`src/rtl/ux607_icb2axi_pkg.sv`:
```
// rtl/ux607_icb2axi_pkg.sv - shared AXI constants and helpers for the ICB-to-AXI bridge
// Purpose: AXI encodings used by the bridge plus a constant clog2 for pointer sizing.
// Ports: none (package).
package ux607_icb2axi_pkg;

  localparam logic [1:0] BURST_INCR  = 2'b01;
  localparam logic [3:0] CACHE_DEF   = 4'b0011;
  localparam logic [1:0] RESP_OKAY   = 2'b00;
  localparam logic [1:0] RESP_EXOKAY = 2'b01;
  localparam logic [1:0] RESP_SLVERR = 2'b10;
  localparam logic [1:0] RESP_DECERR = 2'b11;

  // Ceiling log2 usable in constant expressions; clog2(1) is 0.
  function automatic int clog2(input int n);
    int r;
    r = 0;
    for (int i = 0; i < 31; i++) begin
      if ((1 << r) < n) r = r + 1;
    end
    return r;
  endfunction

endpackage

```
`src/rtl/ux607_subsys_icb2axi_if.sv`:
```
// rtl/ux607_subsys_icb2axi_if.sv - ICB and AXI4 bus interfaces for the ICB-to-AXI bridge
// Purpose: bundles the ICB command/response handshake and the five AXI4 channels.
// Ports (ICB):  icb_cmd_{valid,ready,read,addr,wdata,wmask,size}, icb_rsp_{valid,ready,err,rdata}
//   modport slave  - the side that accepts commands and returns responses (the bridge)
//   modport master - the initiator side
// Ports (AXI):  axi_ar*, axi_aw*, axi_w*, axi_r*, axi_b*
//   modport master - the side that issues AR/AW/W and consumes R/B (the bridge)
//   modport slave  - the downstream fabric side
interface ux607_icb2axi_icb_if #(
  parameter int AW = 32,
  parameter int DW = 32,
  parameter int MW = DW / 8
);
  logic          icb_cmd_valid;
  logic          icb_cmd_ready;
  logic          icb_cmd_read;
  logic [AW-1:0] icb_cmd_addr;
  logic [DW-1:0] icb_cmd_wdata;
  logic [MW-1:0] icb_cmd_wmask;
  logic [1:0]    icb_cmd_size;
  logic          icb_rsp_valid;
  logic          icb_rsp_ready;
  logic          icb_rsp_err;
  logic [DW-1:0] icb_rsp_rdata;

  modport slave (
    input  icb_cmd_valid, icb_cmd_read, icb_cmd_addr, icb_cmd_wdata, icb_cmd_wmask,
           icb_cmd_size, icb_rsp_ready,
    output icb_cmd_ready, icb_rsp_valid, icb_rsp_err, icb_rsp_rdata
  );
  modport master (
    output icb_cmd_valid, icb_cmd_read, icb_cmd_addr, icb_cmd_wdata, icb_cmd_wmask,
           icb_cmd_size, icb_rsp_ready,
    input  icb_cmd_ready, icb_rsp_valid, icb_rsp_err, icb_rsp_rdata
  );
endinterface

interface ux607_icb2axi_axi_if #(
  parameter int AW   = 32,
  parameter int DW   = 32,
  parameter int MW   = DW / 8,
  parameter int ID_W = 4
);
  logic            axi_arvalid, axi_arready, axi_arlock;
  logic [ID_W-1:0] axi_arid;
  logic [AW-1:0]   axi_araddr;
  logic [7:0]      axi_arlen;
  logic [2:0]      axi_arsize, axi_arprot;
  logic [1:0]      axi_arburst;
  logic [3:0]      axi_arcache;

  logic            axi_awvalid, axi_awready, axi_awlock;
  logic [ID_W-1:0] axi_awid;
  logic [AW-1:0]   axi_awaddr;
  logic [7:0]      axi_awlen;
  logic [2:0]      axi_awsize, axi_awprot;
  logic [1:0]      axi_awburst;
  logic [3:0]      axi_awcache;

  logic            axi_wvalid, axi_wready, axi_wlast;
  logic [DW-1:0]   axi_wdata;
  logic [MW-1:0]   axi_wstrb;

  logic            axi_rvalid, axi_rready, axi_rlast;
  logic [ID_W-1:0] axi_rid;
  logic [DW-1:0]   axi_rdata;
  logic [1:0]      axi_rresp;

  logic            axi_bvalid, axi_bready;
  logic [ID_W-1:0] axi_bid;
  logic [1:0]      axi_bresp;

  modport master (
    output axi_arvalid, axi_arid, axi_araddr, axi_arlen, axi_arsize, axi_arburst,
           axi_arlock, axi_arcache, axi_arprot,
           axi_awvalid, axi_awid, axi_awaddr, axi_awlen, axi_awsize, axi_awburst,
           axi_awlock, axi_awcache, axi_awprot,
           axi_wvalid, axi_wdata, axi_wstrb, axi_wlast,
           axi_rready, axi_bready,
    input  axi_arready, axi_awready, axi_wready,
           axi_rvalid, axi_rid, axi_rdata, axi_rresp, axi_rlast,
           axi_bvalid, axi_bid, axi_bresp
  );
  modport slave (
    input  axi_arvalid, axi_arid, axi_araddr, axi_arlen, axi_arsize, axi_arburst,
           axi_arlock, axi_arcache, axi_arprot,
           axi_awvalid, axi_awid, axi_awaddr, axi_awlen, axi_awsize, axi_awburst,
           axi_awlock, axi_awcache, axi_awprot,
           axi_wvalid, axi_wdata, axi_wstrb, axi_wlast,
           axi_rready, axi_bready,
    output axi_arready, axi_awready, axi_wready,
           axi_rvalid, axi_rid, axi_rdata, axi_rresp, axi_rlast,
           axi_bvalid, axi_bid, axi_bresp
  );
endinterface

```
`src/rtl/ux607_icb2axi_ord_fifo.sv`:
```
// rtl/ux607_icb2axi_ord_fifo.sv - 1-bit order FIFO tracking read/write type of outstanding commands
// Purpose: remembers, in command order, whether each outstanding transaction is a read.
// Ports: clk, rst (sync, active-high); push/push_rd write one entry; pop drops the head;
//        full/empty status; head_rd is the type of the oldest entry (1=read).
module ux607_icb2axi_ord_fifo
  import ux607_icb2axi_pkg::*;
#(
  parameter int DEPTH = 4
) (
  input  logic clk,
  input  logic rst,
  input  logic push,
  input  logic push_rd,
  input  logic pop,
  output logic full,
  output logic empty,
  output logic head_rd
);

  localparam int PTR_W = clog2(DEPTH);

  logic [PTR_W-1:0] wptr_q, wptr_d;
  logic [PTR_W-1:0] rptr_q, rptr_d;
  logic [PTR_W:0]   cnt_q, cnt_d;
  logic [DEPTH-1:0] mem_q, mem_d;

  assign full    = (cnt_q == (PTR_W + 1)'(DEPTH));
  assign empty   = (cnt_q == '0);
  assign head_rd = mem_q[rptr_q];

  // Pointers are exactly log2(DEPTH) bits so they wrap on their own.
  always_comb begin
    wptr_d = wptr_q;
    rptr_d = rptr_q;
    cnt_d  = cnt_q;
    mem_d  = mem_q;
    if (push) begin
      mem_d[wptr_q] = push_rd;
      wptr_d        = wptr_q + 1'b1;
    end
    if (pop) begin
      rptr_d = rptr_q + 1'b1;
    end
    case ({push, pop})
      2'b10:   cnt_d = cnt_q + 1'b1;
      2'b01:   cnt_d = cnt_q - 1'b1;
      default: cnt_d = cnt_q;
    endcase
  end

  always_ff @(posedge clk) begin
    if (rst) begin
      wptr_q <= '0;
      rptr_q <= '0;
      cnt_q  <= '0;
      mem_q  <= '0;
    end else begin
      wptr_q <= wptr_d;
      rptr_q <= rptr_d;
      cnt_q  <= cnt_d;
      mem_q  <= mem_d;
    end
  end

endmodule

```
`src/rtl/ux607_subsys_icb2axi.sv`:
```
// rtl/ux607_subsys_icb2axi.sv - ICB-to-AXI4 single-beat master bridge with in-order responses
// Purpose: turns ICB commands into single-beat AXI4 reads or writes and returns the
//          responses to ICB in command order, steering R/B by an order FIFO.
// Ports: clk, rst (sync, active-high)
//        icb - ICB slave side (command in, response out)
//        axi - AXI4 master side (AR/AW/W out, R/B in)
module ux607_subsys_icb2axi
  import ux607_icb2axi_pkg::*;
#(
  parameter int AW       = 32,
  parameter int DW       = 32,
  parameter int MW       = DW / 8,
  parameter int ID_W     = 4,
  parameter int OUTS_NUM = 4
) (
  input  logic                 clk,
  input  logic                 rst,
  ux607_icb2axi_icb_if.slave   icb,
  ux607_icb2axi_axi_if.master  axi
);

  logic aw_done_q, aw_done_d;
  logic w_done_q, w_done_d;
  logic full, empty, head_rd;
  logic cmd_fire, rsp_fire;

  ux607_icb2axi_ord_fifo #(
    .DEPTH (OUTS_NUM)
  ) u_ord_fifo (
    .clk     (clk),
    .rst     (rst),
    .push    (cmd_fire),
    .push_rd (icb.icb_cmd_read),
    .pop     (rsp_fire),
    .full    (full),
    .empty   (empty),
    .head_rd (head_rd)
  );

  // Fixed single-beat transaction attributes; addr/data/strobe pass straight through.
  assign axi.axi_arid    = '0;
  assign axi.axi_araddr  = icb.icb_cmd_addr;
  assign axi.axi_arlen   = 8'd0;
  assign axi.axi_arsize  = {1'b0, icb.icb_cmd_size};
  assign axi.axi_arburst = BURST_INCR;
  assign axi.axi_arlock  = 1'b0;
  assign axi.axi_arcache = CACHE_DEF;
  assign axi.axi_arprot  = 3'b000;

  assign axi.axi_awid    = '0;
  assign axi.axi_awaddr  = icb.icb_cmd_addr;
  assign axi.axi_awlen   = 8'd0;
  assign axi.axi_awsize  = {1'b0, icb.icb_cmd_size};
  assign axi.axi_awburst = BURST_INCR;
  assign axi.axi_awlock  = 1'b0;
  assign axi.axi_awcache = CACHE_DEF;
  assign axi.axi_awprot  = 3'b000;

  assign axi.axi_wdata   = icb.icb_cmd_wdata;
  assign axi.axi_wstrb   = icb.icb_cmd_wmask;
  assign axi.axi_wlast   = 1'b1;

  // Command side. The ICB command is held stable until ready, so AW and W can each
  // complete early; the done flags stop re-issuing a channel that already handshook.
  always_comb begin
    axi.axi_arvalid   = 1'b0;
    axi.axi_awvalid   = 1'b0;
    axi.axi_wvalid    = 1'b0;
    icb.icb_cmd_ready = 1'b0;
    aw_done_d         = aw_done_q;
    w_done_d          = w_done_q;

    if (icb.icb_cmd_read) begin
      axi.axi_arvalid   = icb.icb_cmd_valid & ~full;
      icb.icb_cmd_ready = ~full & axi.axi_arready;
    end else begin
      axi.axi_awvalid   = icb.icb_cmd_valid & ~full & ~aw_done_q;
      axi.axi_wvalid    = icb.icb_cmd_valid & ~full & ~w_done_q;
      icb.icb_cmd_ready = ~full & (aw_done_q | axi.axi_awready) & (w_done_q | axi.axi_wready);
    end

    cmd_fire = icb.icb_cmd_valid & icb.icb_cmd_ready;

    if (cmd_fire) begin
      aw_done_d = 1'b0;
      w_done_d  = 1'b0;
    end else begin
      if (axi.axi_awvalid & axi.axi_awready) aw_done_d = 1'b1;
      if (axi.axi_wvalid & axi.axi_wready)   w_done_d  = 1'b1;
    end
  end

  // Response side. Only the channel matching the FIFO head is connected, so an R or B
  // that arrives out of command order waits on the AXI side until its turn.
  always_comb begin
    icb.icb_rsp_valid = 1'b0;
    icb.icb_rsp_err   = 1'b0;
    icb.icb_rsp_rdata = '0;
    axi.axi_rready    = 1'b0;
    axi.axi_bready    = 1'b0;
    if (!empty) begin
      if (head_rd) begin
        icb.icb_rsp_valid = axi.axi_rvalid;
        icb.icb_rsp_err   = axi.axi_rresp[1];
        icb.icb_rsp_rdata = axi.axi_rdata;
        axi.axi_rready    = icb.icb_rsp_ready;
      end else begin
        icb.icb_rsp_valid = axi.axi_bvalid;
        icb.icb_rsp_err   = axi.axi_bresp[1];
        axi.axi_bready    = icb.icb_rsp_ready;
      end
    end
    rsp_fire = icb.icb_rsp_valid & icb.icb_rsp_ready;
  end

  always_ff @(posedge clk) begin
    if (rst) begin
      aw_done_q <= 1'b0;
      w_done_q  <= 1'b0;
    end else begin
      aw_done_q <= aw_done_d;
      w_done_q  <= w_done_d;
    end
  end

  // IDs are always 0, last is implied by single beats, and resp[0] does not affect err.
  logic unused_ok;
  assign unused_ok = ^{axi.axi_rid, axi.axi_rlast, axi.axi_bid,
                       axi.axi_rresp[0], axi.axi_bresp[0]};

endmodule

```
`src/flat_wrapper.sv`:
```
// flat-port wrapper written by rule: the top's interface ports become plain ports
module ux607_subsys_icb2axi_flat import ux607_icb2axi_pkg::*;
#(
  parameter int AW       = 32,
  parameter int DW       = 32,
  parameter int MW       = DW / 8,
  parameter int ID_W     = 4,
  parameter int OUTS_NUM = 4
)
  (clk, rst, icb_icb_cmd_valid, icb_icb_cmd_read, icb_icb_cmd_addr, icb_icb_cmd_wdata, icb_icb_cmd_wmask, icb_icb_cmd_size, icb_icb_rsp_ready, icb_icb_cmd_ready, icb_icb_rsp_valid, icb_icb_rsp_err, icb_icb_rsp_rdata, axi_axi_arvalid, axi_axi_arid, axi_axi_araddr, axi_axi_arlen, axi_axi_arsize, axi_axi_arburst, axi_axi_arlock, axi_axi_arcache, axi_axi_arprot, axi_axi_awvalid, axi_axi_awid, axi_axi_awaddr, axi_axi_awlen, axi_axi_awsize, axi_axi_awburst, axi_axi_awlock, axi_axi_awcache, axi_axi_awprot, axi_axi_wvalid, axi_axi_wdata, axi_axi_wstrb, axi_axi_wlast, axi_axi_rready, axi_axi_bready, axi_axi_arready, axi_axi_awready, axi_axi_wready, axi_axi_rvalid, axi_axi_rid, axi_axi_rdata, axi_axi_rresp, axi_axi_rlast, axi_axi_bvalid, axi_axi_bid, axi_axi_bresp);
  ux607_icb2axi_icb_if #(.AW(AW), .DW(DW), .MW(MW)) icb_i ();
  ux607_icb2axi_axi_if #(.AW(AW), .DW(DW), .MW(MW), .ID_W(ID_W)) axi_i ();
  input  logic clk;
  input  logic rst;
  input wire logic [$bits(icb_i.icb_cmd_valid)-1:0] icb_icb_cmd_valid;
  input wire logic [$bits(icb_i.icb_cmd_read)-1:0] icb_icb_cmd_read;
  input wire logic [$bits(icb_i.icb_cmd_addr)-1:0] icb_icb_cmd_addr;
  input wire logic [$bits(icb_i.icb_cmd_wdata)-1:0] icb_icb_cmd_wdata;
  input wire logic [$bits(icb_i.icb_cmd_wmask)-1:0] icb_icb_cmd_wmask;
  input wire logic [$bits(icb_i.icb_cmd_size)-1:0] icb_icb_cmd_size;
  input wire logic [$bits(icb_i.icb_rsp_ready)-1:0] icb_icb_rsp_ready;
  output wire logic [$bits(icb_i.icb_cmd_ready)-1:0] icb_icb_cmd_ready;
  output wire logic [$bits(icb_i.icb_rsp_valid)-1:0] icb_icb_rsp_valid;
  output wire logic [$bits(icb_i.icb_rsp_err)-1:0] icb_icb_rsp_err;
  output wire logic [$bits(icb_i.icb_rsp_rdata)-1:0] icb_icb_rsp_rdata;
  output wire logic [$bits(axi_i.axi_arvalid)-1:0] axi_axi_arvalid;
  output wire logic [$bits(axi_i.axi_arid)-1:0] axi_axi_arid;
  output wire logic [$bits(axi_i.axi_araddr)-1:0] axi_axi_araddr;
  output wire logic [$bits(axi_i.axi_arlen)-1:0] axi_axi_arlen;
  output wire logic [$bits(axi_i.axi_arsize)-1:0] axi_axi_arsize;
  output wire logic [$bits(axi_i.axi_arburst)-1:0] axi_axi_arburst;
  output wire logic [$bits(axi_i.axi_arlock)-1:0] axi_axi_arlock;
  output wire logic [$bits(axi_i.axi_arcache)-1:0] axi_axi_arcache;
  output wire logic [$bits(axi_i.axi_arprot)-1:0] axi_axi_arprot;
  output wire logic [$bits(axi_i.axi_awvalid)-1:0] axi_axi_awvalid;
  output wire logic [$bits(axi_i.axi_awid)-1:0] axi_axi_awid;
  output wire logic [$bits(axi_i.axi_awaddr)-1:0] axi_axi_awaddr;
  output wire logic [$bits(axi_i.axi_awlen)-1:0] axi_axi_awlen;
  output wire logic [$bits(axi_i.axi_awsize)-1:0] axi_axi_awsize;
  output wire logic [$bits(axi_i.axi_awburst)-1:0] axi_axi_awburst;
  output wire logic [$bits(axi_i.axi_awlock)-1:0] axi_axi_awlock;
  output wire logic [$bits(axi_i.axi_awcache)-1:0] axi_axi_awcache;
  output wire logic [$bits(axi_i.axi_awprot)-1:0] axi_axi_awprot;
  output wire logic [$bits(axi_i.axi_wvalid)-1:0] axi_axi_wvalid;
  output wire logic [$bits(axi_i.axi_wdata)-1:0] axi_axi_wdata;
  output wire logic [$bits(axi_i.axi_wstrb)-1:0] axi_axi_wstrb;
  output wire logic [$bits(axi_i.axi_wlast)-1:0] axi_axi_wlast;
  output wire logic [$bits(axi_i.axi_rready)-1:0] axi_axi_rready;
  output wire logic [$bits(axi_i.axi_bready)-1:0] axi_axi_bready;
  input wire logic [$bits(axi_i.axi_arready)-1:0] axi_axi_arready;
  input wire logic [$bits(axi_i.axi_awready)-1:0] axi_axi_awready;
  input wire logic [$bits(axi_i.axi_wready)-1:0] axi_axi_wready;
  input wire logic [$bits(axi_i.axi_rvalid)-1:0] axi_axi_rvalid;
  input wire logic [$bits(axi_i.axi_rid)-1:0] axi_axi_rid;
  input wire logic [$bits(axi_i.axi_rdata)-1:0] axi_axi_rdata;
  input wire logic [$bits(axi_i.axi_rresp)-1:0] axi_axi_rresp;
  input wire logic [$bits(axi_i.axi_rlast)-1:0] axi_axi_rlast;
  input wire logic [$bits(axi_i.axi_bvalid)-1:0] axi_axi_bvalid;
  input wire logic [$bits(axi_i.axi_bid)-1:0] axi_axi_bid;
  input wire logic [$bits(axi_i.axi_bresp)-1:0] axi_axi_bresp;
  assign icb_i.icb_cmd_valid = icb_icb_cmd_valid;
  assign icb_i.icb_cmd_read = icb_icb_cmd_read;
  assign icb_i.icb_cmd_addr = icb_icb_cmd_addr;
  assign icb_i.icb_cmd_wdata = icb_icb_cmd_wdata;
  assign icb_i.icb_cmd_wmask = icb_icb_cmd_wmask;
  assign icb_i.icb_cmd_size = icb_icb_cmd_size;
  assign icb_i.icb_rsp_ready = icb_icb_rsp_ready;
  assign icb_icb_cmd_ready = icb_i.icb_cmd_ready;
  assign icb_icb_rsp_valid = icb_i.icb_rsp_valid;
  assign icb_icb_rsp_err = icb_i.icb_rsp_err;
  assign icb_icb_rsp_rdata = icb_i.icb_rsp_rdata;
  assign axi_axi_arvalid = axi_i.axi_arvalid;
  assign axi_axi_arid = axi_i.axi_arid;
  assign axi_axi_araddr = axi_i.axi_araddr;
  assign axi_axi_arlen = axi_i.axi_arlen;
  assign axi_axi_arsize = axi_i.axi_arsize;
  assign axi_axi_arburst = axi_i.axi_arburst;
  assign axi_axi_arlock = axi_i.axi_arlock;
  assign axi_axi_arcache = axi_i.axi_arcache;
  assign axi_axi_arprot = axi_i.axi_arprot;
  assign axi_axi_awvalid = axi_i.axi_awvalid;
  assign axi_axi_awid = axi_i.axi_awid;
  assign axi_axi_awaddr = axi_i.axi_awaddr;
  assign axi_axi_awlen = axi_i.axi_awlen;
  assign axi_axi_awsize = axi_i.axi_awsize;
  assign axi_axi_awburst = axi_i.axi_awburst;
  assign axi_axi_awlock = axi_i.axi_awlock;
  assign axi_axi_awcache = axi_i.axi_awcache;
  assign axi_axi_awprot = axi_i.axi_awprot;
  assign axi_axi_wvalid = axi_i.axi_wvalid;
  assign axi_axi_wdata = axi_i.axi_wdata;
  assign axi_axi_wstrb = axi_i.axi_wstrb;
  assign axi_axi_wlast = axi_i.axi_wlast;
  assign axi_axi_rready = axi_i.axi_rready;
  assign axi_axi_bready = axi_i.axi_bready;
  assign axi_i.axi_arready = axi_axi_arready;
  assign axi_i.axi_awready = axi_axi_awready;
  assign axi_i.axi_wready = axi_axi_wready;
  assign axi_i.axi_rvalid = axi_axi_rvalid;
  assign axi_i.axi_rid = axi_axi_rid;
  assign axi_i.axi_rdata = axi_axi_rdata;
  assign axi_i.axi_rresp = axi_axi_rresp;
  assign axi_i.axi_rlast = axi_axi_rlast;
  assign axi_i.axi_bvalid = axi_axi_bvalid;
  assign axi_i.axi_bid = axi_axi_bid;
  assign axi_i.axi_bresp = axi_axi_bresp;
  ux607_subsys_icb2axi #(.AW(AW), .DW(DW), .MW(MW), .ID_W(ID_W), .OUTS_NUM(OUTS_NUM)) u_core (.clk(clk), .rst(rst), .icb(icb_i), .axi(axi_i));
endmodule
```
`config.mk`:
```
export PLATFORM = sky130hd
export DESIGN_NAME = ux607_subsys_icb2axi_flat
export DESIGN_NICKNAME = d
export VERILOG_FILES = /design/src/rtl/ux607_icb2axi_pkg.sv /design/src/rtl/ux607_subsys_icb2axi_if.sv /design/src/rtl/ux607_icb2axi_ord_fifo.sv /design/src/rtl/ux607_subsys_icb2axi.sv /design/src/flat_wrapper.sv
export SDC_FILE = /design/constraint.sdc
export NUM_CORES = 1
export LEC_CHECK = 0
export BUFFER_PORTS_ARGS = -buffer_cell sky130_fd_sc_hd__clkbuf_2
export CORE_AREA = 2 2 121 123
export CTS_CLUSTER_DIAMETER = 50
export DETAILED_ROUTE_END_ITERATION = 10
export DIE_AREA = 0 0 123 125
export PLACE_DENSITY_LB_ADDON = 0.2
export SETUP_SLACK_MARGIN = 0.3
export SLEW_MARGIN = 20
export SYNTH_ARGS = -nofsm -noshare
export SYNTH_HDL_FRONTEND = slang
export SYNTH_SLANG_ARGS = --single-unit
```
`constraint.sdc`:
```
create_clock -name clk -period 2.9 [get_ports clk]
set_input_delay 0.145 -clock clk [delete_from_list [all_inputs] [get_ports clk]]
set_output_delay 0.145 -clock clk [all_outputs]
set_load 0.05 [all_outputs]
```
-- Word level (Yosys, flattened, before mapping)
Cells that the tools add are included.
- output and inout bits: 191
- flip-flop bits (word level): 13
- logic and storage cells: 55
- input port bits: 125
- order comparisons: 3
- reduce and logical (&&, ||, !) cells: 4
- bitwise operators: 15
- add/sub/neg operators: 4
- equal/unequal tests: 3
- mux-type cells: 20
- operator list (kind ; number):
    2-to-1 mux 32 bit ; 2
    2-to-1 mux 1 bit ; 14
    bitwise AND 1 bit ; 10
    < comparator 2 x 3 -> 1 bit (second input constant) ; 2
    one-hot mux 3 bit (2 select lines) ; 1
    adder 2 x 1 -> 2 bit (second input constant) ; 2
    bitwise mux 4 bit ; 1
    adder 3 x 1 -> 3 bit (second input constant) ; 1
    equality test 3 bit (second input constant) ; 1
    logical NOT 3 bit ; 1
    NOT 1 bit ; 3
    subtractor 3 x 1 -> 3 bit (second input constant) ; 1
    binary-select mux 1 bit (select 2 bit) ; 1
    demux 1 bit (select 2 bit) ; 1
    equality test 2 x 1 -> 1 bit (second input constant) ; 1
    equality test 2 bit (second input constant) ; 1
    greater-or-equal comparator 2 x 1 -> 1 bit (second input constant) ; 1
    bitwise OR 1 bit ; 2
    nonzero test 2 bit ; 1
    OR reduction 2 bit ; 1
    logical AND 1 bit ; 1

-- Logic depth before layout (Yosys ltp)
- depth in word-level cells: 8
- depth in mapped cells: 9
- gate-level depth less buffers: 9

-- Hierarchy
From an unflattened synthesis, not the netlist that was laid out.
- cell total of the unflattened synthesis: 278
- area total of the unflattened synthesis: 2103.3 um2
- modules (own cells, without submodules) (module ; cells each ; area each (um2) ; sequential area each (um2) ; times used):
    ux607_subsys_icb2axi ; 216 ; 1560.2 ; 40.0 ; 1
    ux607_icb2axi_ord_fifo ; 62 ; 543.0 ; 220.2 ; 1

-- Least setup slack after synthesis
Ideal clock, no wire load.
- kind: reg2reg
- start point: register u_core.u_ord_fifo.rptr_q[0]
- end point: register u_core.u_ord_fifo.cnt_q[2]
- clock period less this slack: 2.405 ns
- path buffers: 0
- arrival: 2.334 ns
- slack: 0.495 ns
- setup time: 0.071 ns
- stages on the path, launching flop included: 9
- cell sequence: dfxtp_1 > mux2i_2 > mux2i_1 > a21oi_4 > ha_1 > fa_1 > xnor2_1 > or3_1 > a21oi_1
- cells in the longest elaborated chain, start to end: 7
- elaborated cells on any way between the ends: 9
- classes of those cells: 2 x eq/ne; 5 x mux; 1 x bitwise; 1 x reduce/logical
- ends and longest elaborated chain (item ; RTL line ; source):
    from (decl) ; ux607_icb2axi_ord_fifo.sv:23 ; logic [PTR_W-1:0] rptr_q, rptr_d;
    from (signal assigned) ; ux607_icb2axi_ord_fifo.sv:59 ; rptr_q <= rptr_d;
    binary-select mux 1 bit (select 2 bit) * ; ux607_icb2axi_ord_fifo.sv:29 ; assign head_rd = mem_q[rptr_q];
    2-to-1 mux 1 bit (implied by the code) * ; ux607_icb2axi_ord_fifo.sv:29 ;
    2-to-1 mux 1 bit * ; ux607_subsys_icb2axi.sv:102 ; if (head_rd) begin
    2-to-1 mux 1 bit * ; ux607_subsys_icb2axi.sv:101 ; if (!empty) begin
    bitwise AND 1 bit * ; ux607_subsys_icb2axi.sv:113 ; rsp_fire = icb.icb_rsp_valid & icb.icb_rsp_ready;
    named net u_core.rsp_fire ; ux607_subsys_icb2axi.sv:25 ; logic cmd_fire, rsp_fire;
    equality test 2 x 1 -> 1 bit or equality test 2 bit (tied branches) ; ux607_icb2axi_ord_fifo.sv:44 ; case ({push, pop})
    one-hot mux 3 bit (2 select lines) or nonzero test 2 bit (tied branches) ; n/a ;
    to (signal assigned) ; ux607_icb2axi_ord_fifo.sv:60 ; cnt_q <= cnt_d;
    to (decl) ; ux607_icb2axi_ord_fifo.sv:24 ; logic [PTR_W:0] cnt_q, cnt_d;
Mark *: on every way through the listed nets, which the timed path passes. The rest lies on a longest branch. The select of a mux whose other input is x is not followed.
A chain may end at the register's enable or synchronous reset.

-- Final worst setup path
Same ends and word-level chain as after synthesis.

==> out/metrics.cfg <==
[outcome]
status=finished, final reports clean

[cells_and_area]
synthToLayoutAreaGrowth_pct=-11.1
final_common_cell=clkbuf_2
antenna_cells=0
drive_above_1_share_pct=38.5
final_cell_mix=clkbuf_2, conb_1, and2_1, dfxtp_1, nor2_1
multi_input_area_um2=992
regArea_um2=262
fillers=1663
nNetsFinal=392

[floorplanning]
start_util_pct=15.8
ios=316
die_area_um2=15400
die_w_um=123
core_area_um2=14200
die_h_um=125
std_cell_rows=44

[timing]
hold_viol=0
final.min_clock_period_ns=2.45
setup_viol_count_final=0
setup-tns-final_ns=0
layout_setup_ws_ns=0.445
max_clock_freq_mhz=407
skew_ns=0.00358
fin_crit_sh_pct=84.6
report.final.slew_viol_count=0
rsz0062_at_grt=false

[critical_path]
cpMaxStageDelayCell=fa_1
crit_fanout=4
required_ns=3.07
cpPeakStageDelay_ns=0.44
cp-end-kind=register
worst_ep_arrival_time_ns=2.62
cp_common_cell=mux2i_4
path_cells=mux2i_4 -> mux2i_4 -> a21oi_4 -> ha_1 -> fa_1 -> xnor2_1 -> or3_1 -> a21oi_1
cp-start-kind=register
worstSetupPathType=reg2reg

[global_routing]
grt_use_total_pct=5.98
grt_pass1_wl_mm=7.27
grt_overflow_total=0
first_global_vias=1296
antenna_found_initial=0
grt_start_max_net_pins=33

[clock_network]
cts_sinks=13
cts_max_level=1
clk_path_buf_depth=2
cts_tree=done
clock_latency_ns=0.24
cts_buffers=3
path_clk_slew_ns=0.05
cts-root-buf=clkbuf_16
postCtsHoldBufs=0

[synthesis]
ys_types=35
synth_top_area_cell=buf_4
synth_cells=283
netlist_area_um2=2250
yosysWarningCount=0
seq_area_frac_synth_pct=11.6
yosys-top-cells-area=buf_4, dfxtp_1, and2_1, mux2i_1, ha_1
synth_seq_cells=13
synth_area_per_cell_um2=7.94
synth_top_area_share_pct=50.4

[job]
cap_viol_max_count=0

[placed_design]
io_buffers=83
hpwl_mm=4.53
dp_slack_ns=0.309
gp_congestion=0.664

[routing]
routed_wl_mm=5.22
wl_per_cell_um=11.8
firstDrtPassIters=4
drcViolationCount=0
drt_iter0_drc=13
dr_total_vias=1367
viasPerCell=3.08
antenna_left=0

[pwr]
total_power_uw=802
power_density_nw_per_um2=401
leakage_nw=1.05
ir_drop_v=0.000143

[worst_hold_path]
min_path_type=in2reg

[flip-flops by register name, indices dropped and copies added, names as in the netlist]
signal / cells
u_core.u_ord_fifo.wptr_q: 2
u_core.u_ord_fifo.rptr_q: 2
u_core.u_ord_fifo.cnt_q: 3
u_core.w_done_q: 1
u_core.aw_done_q: 1
u_core.u_ord_fifo.mem_q: 4
[path summary, 6_finish.rpt]
path	startpoint	depth (start not counted)	slack (ns)	to
setup reg to reg	u_core.u_ord_fifo.rptr_q[0]$_SDFFE_PP0P_	8	0.45	u_core.u_ord_fifo.cnt_q[2]$_SDFFE_PP0P_
hold / removal	axi_axi_awready	3	0.24	u_core.aw_done_q$_SDFFE_PP0P_
hold reg to reg	u_core.u_ord_fifo.mem_q[3]$_SDFFE_PP0P_	2	0.49	u_core.u_ord_fifo.mem_q[3]$_SDFFE_PP0P_
setup / recovery	u_core.u_ord_fifo.rptr_q[0]$_SDFFE_PP0P_	8	0.45	u_core.u_ord_fifo.cnt_q[2]$_SDFFE_PP0P_
[report_power, final]
group	leakage, nW	internal (mW)	switching [mW]	total, mW
clock network	0.0409	0.184	0.0795	0.263
logic	0.900	0.0743	0.263	0.338
registers	0.106	0.188	0.0128	0.201
total	1.05	0.446	0.356	0.802
[synthesized netlist by cell type, drive strengths merged]
| master | instances |
|---|---|
| o22ai | 1 |
| clkbuf | 1 |
| nor3 | 3 |
| nand3 | 6 |
| dfxtp | 13 |
| nor2b | 3 |
| a21boi | 1 |
| o31ai | 1 |
| inv | 5 |
| or4 | 1 |
| ha | 5 |
| nand2b | 6 |
| o21a | 1 |
| or3 | 1 |
| mux2i | 11 |
| a21bo | 1 |
| a31oi | 2 |
| mux2 | 3 |
| fa | 1 |
| xor2 | 1 |
| buf | 154 |
| o21ai | 4 |
| a21oi | 7 |
| xnor2 | 1 |
| conb | 2 |
| nand2 | 4 |
| and2 | 32 |
| nor2 | 12 |
[cell families after synthesis]
| kind of cell | share of synthesized area, % |
|---|---|
| AOI/OAI and AO/OA | 5.40 |
| xor gates and xnor gates | 0.779 |
| adders and majority gates | 3.67 |
| buffers and inverters | 52.9 |
| DFF | 11.6 |
| muxes | 7.07 |
| other | 0.334 |
| and+or+nand+nor | 18.3 |
[critical path: cells and delay by family (launching register included)]
kind	cells	cell delay [ns]
compound gates	2	0.22
xor+xnor	1	0.14
fa+ha+maj	2	0.69
mux	2	0.63
flops	1	0.39
simple gates	1	0.31
[through the flow]
| step | hold slack [ns] | cells | area [µm²] | utilization (%) |
|---|---|---|---|---|
| final | 0.237 | 444 | 2000 | 14.1 |
| after global routing | 0.276 | 444 | 2000 | 14.1 |
| after CTS | 0.241 | 444 | 1980 | 13.9 |
| after detailed placement | 0.290 | 440 | 1890 | 13.3 |
| after global placement | 0.290 | 440 | 1890 | 13.3 |
| after floorplan | 0.329 | 328 | 2420 | - |
[layer usage]
layer / track usage [%] / routed length, µm / vias to the layer above
li1: - / - / 645
met3: 2.74 / 734 / 24
met1: 6.83 / 1940 / 591
met4: 2.87 / 202 / 0
met5: 0 / 0 / -
met2: 9.39 / 2340 / 107
[cell type report]
| cell class | instances | share of cell area [%] |
|---|---|---|
| flip-flops and latches | 13 | 13.1 |
| multi-input cells | 155 | 49.7 |
| clock buffers | 3 | 3.76 |
| repair buffers | 83 | 20.8 |
| well taps | 184 | 11.5 |
| inverters | 5 | 0.939 |
| clock inverters | 1 | 0.250 |
[repair_timing]
item	CTS	global route
setup endpoints to repair	1	1
gates resized for setup	1	4
buffers inserted	0	0
No activity file was read; power rests on OpenSTA's default activity.
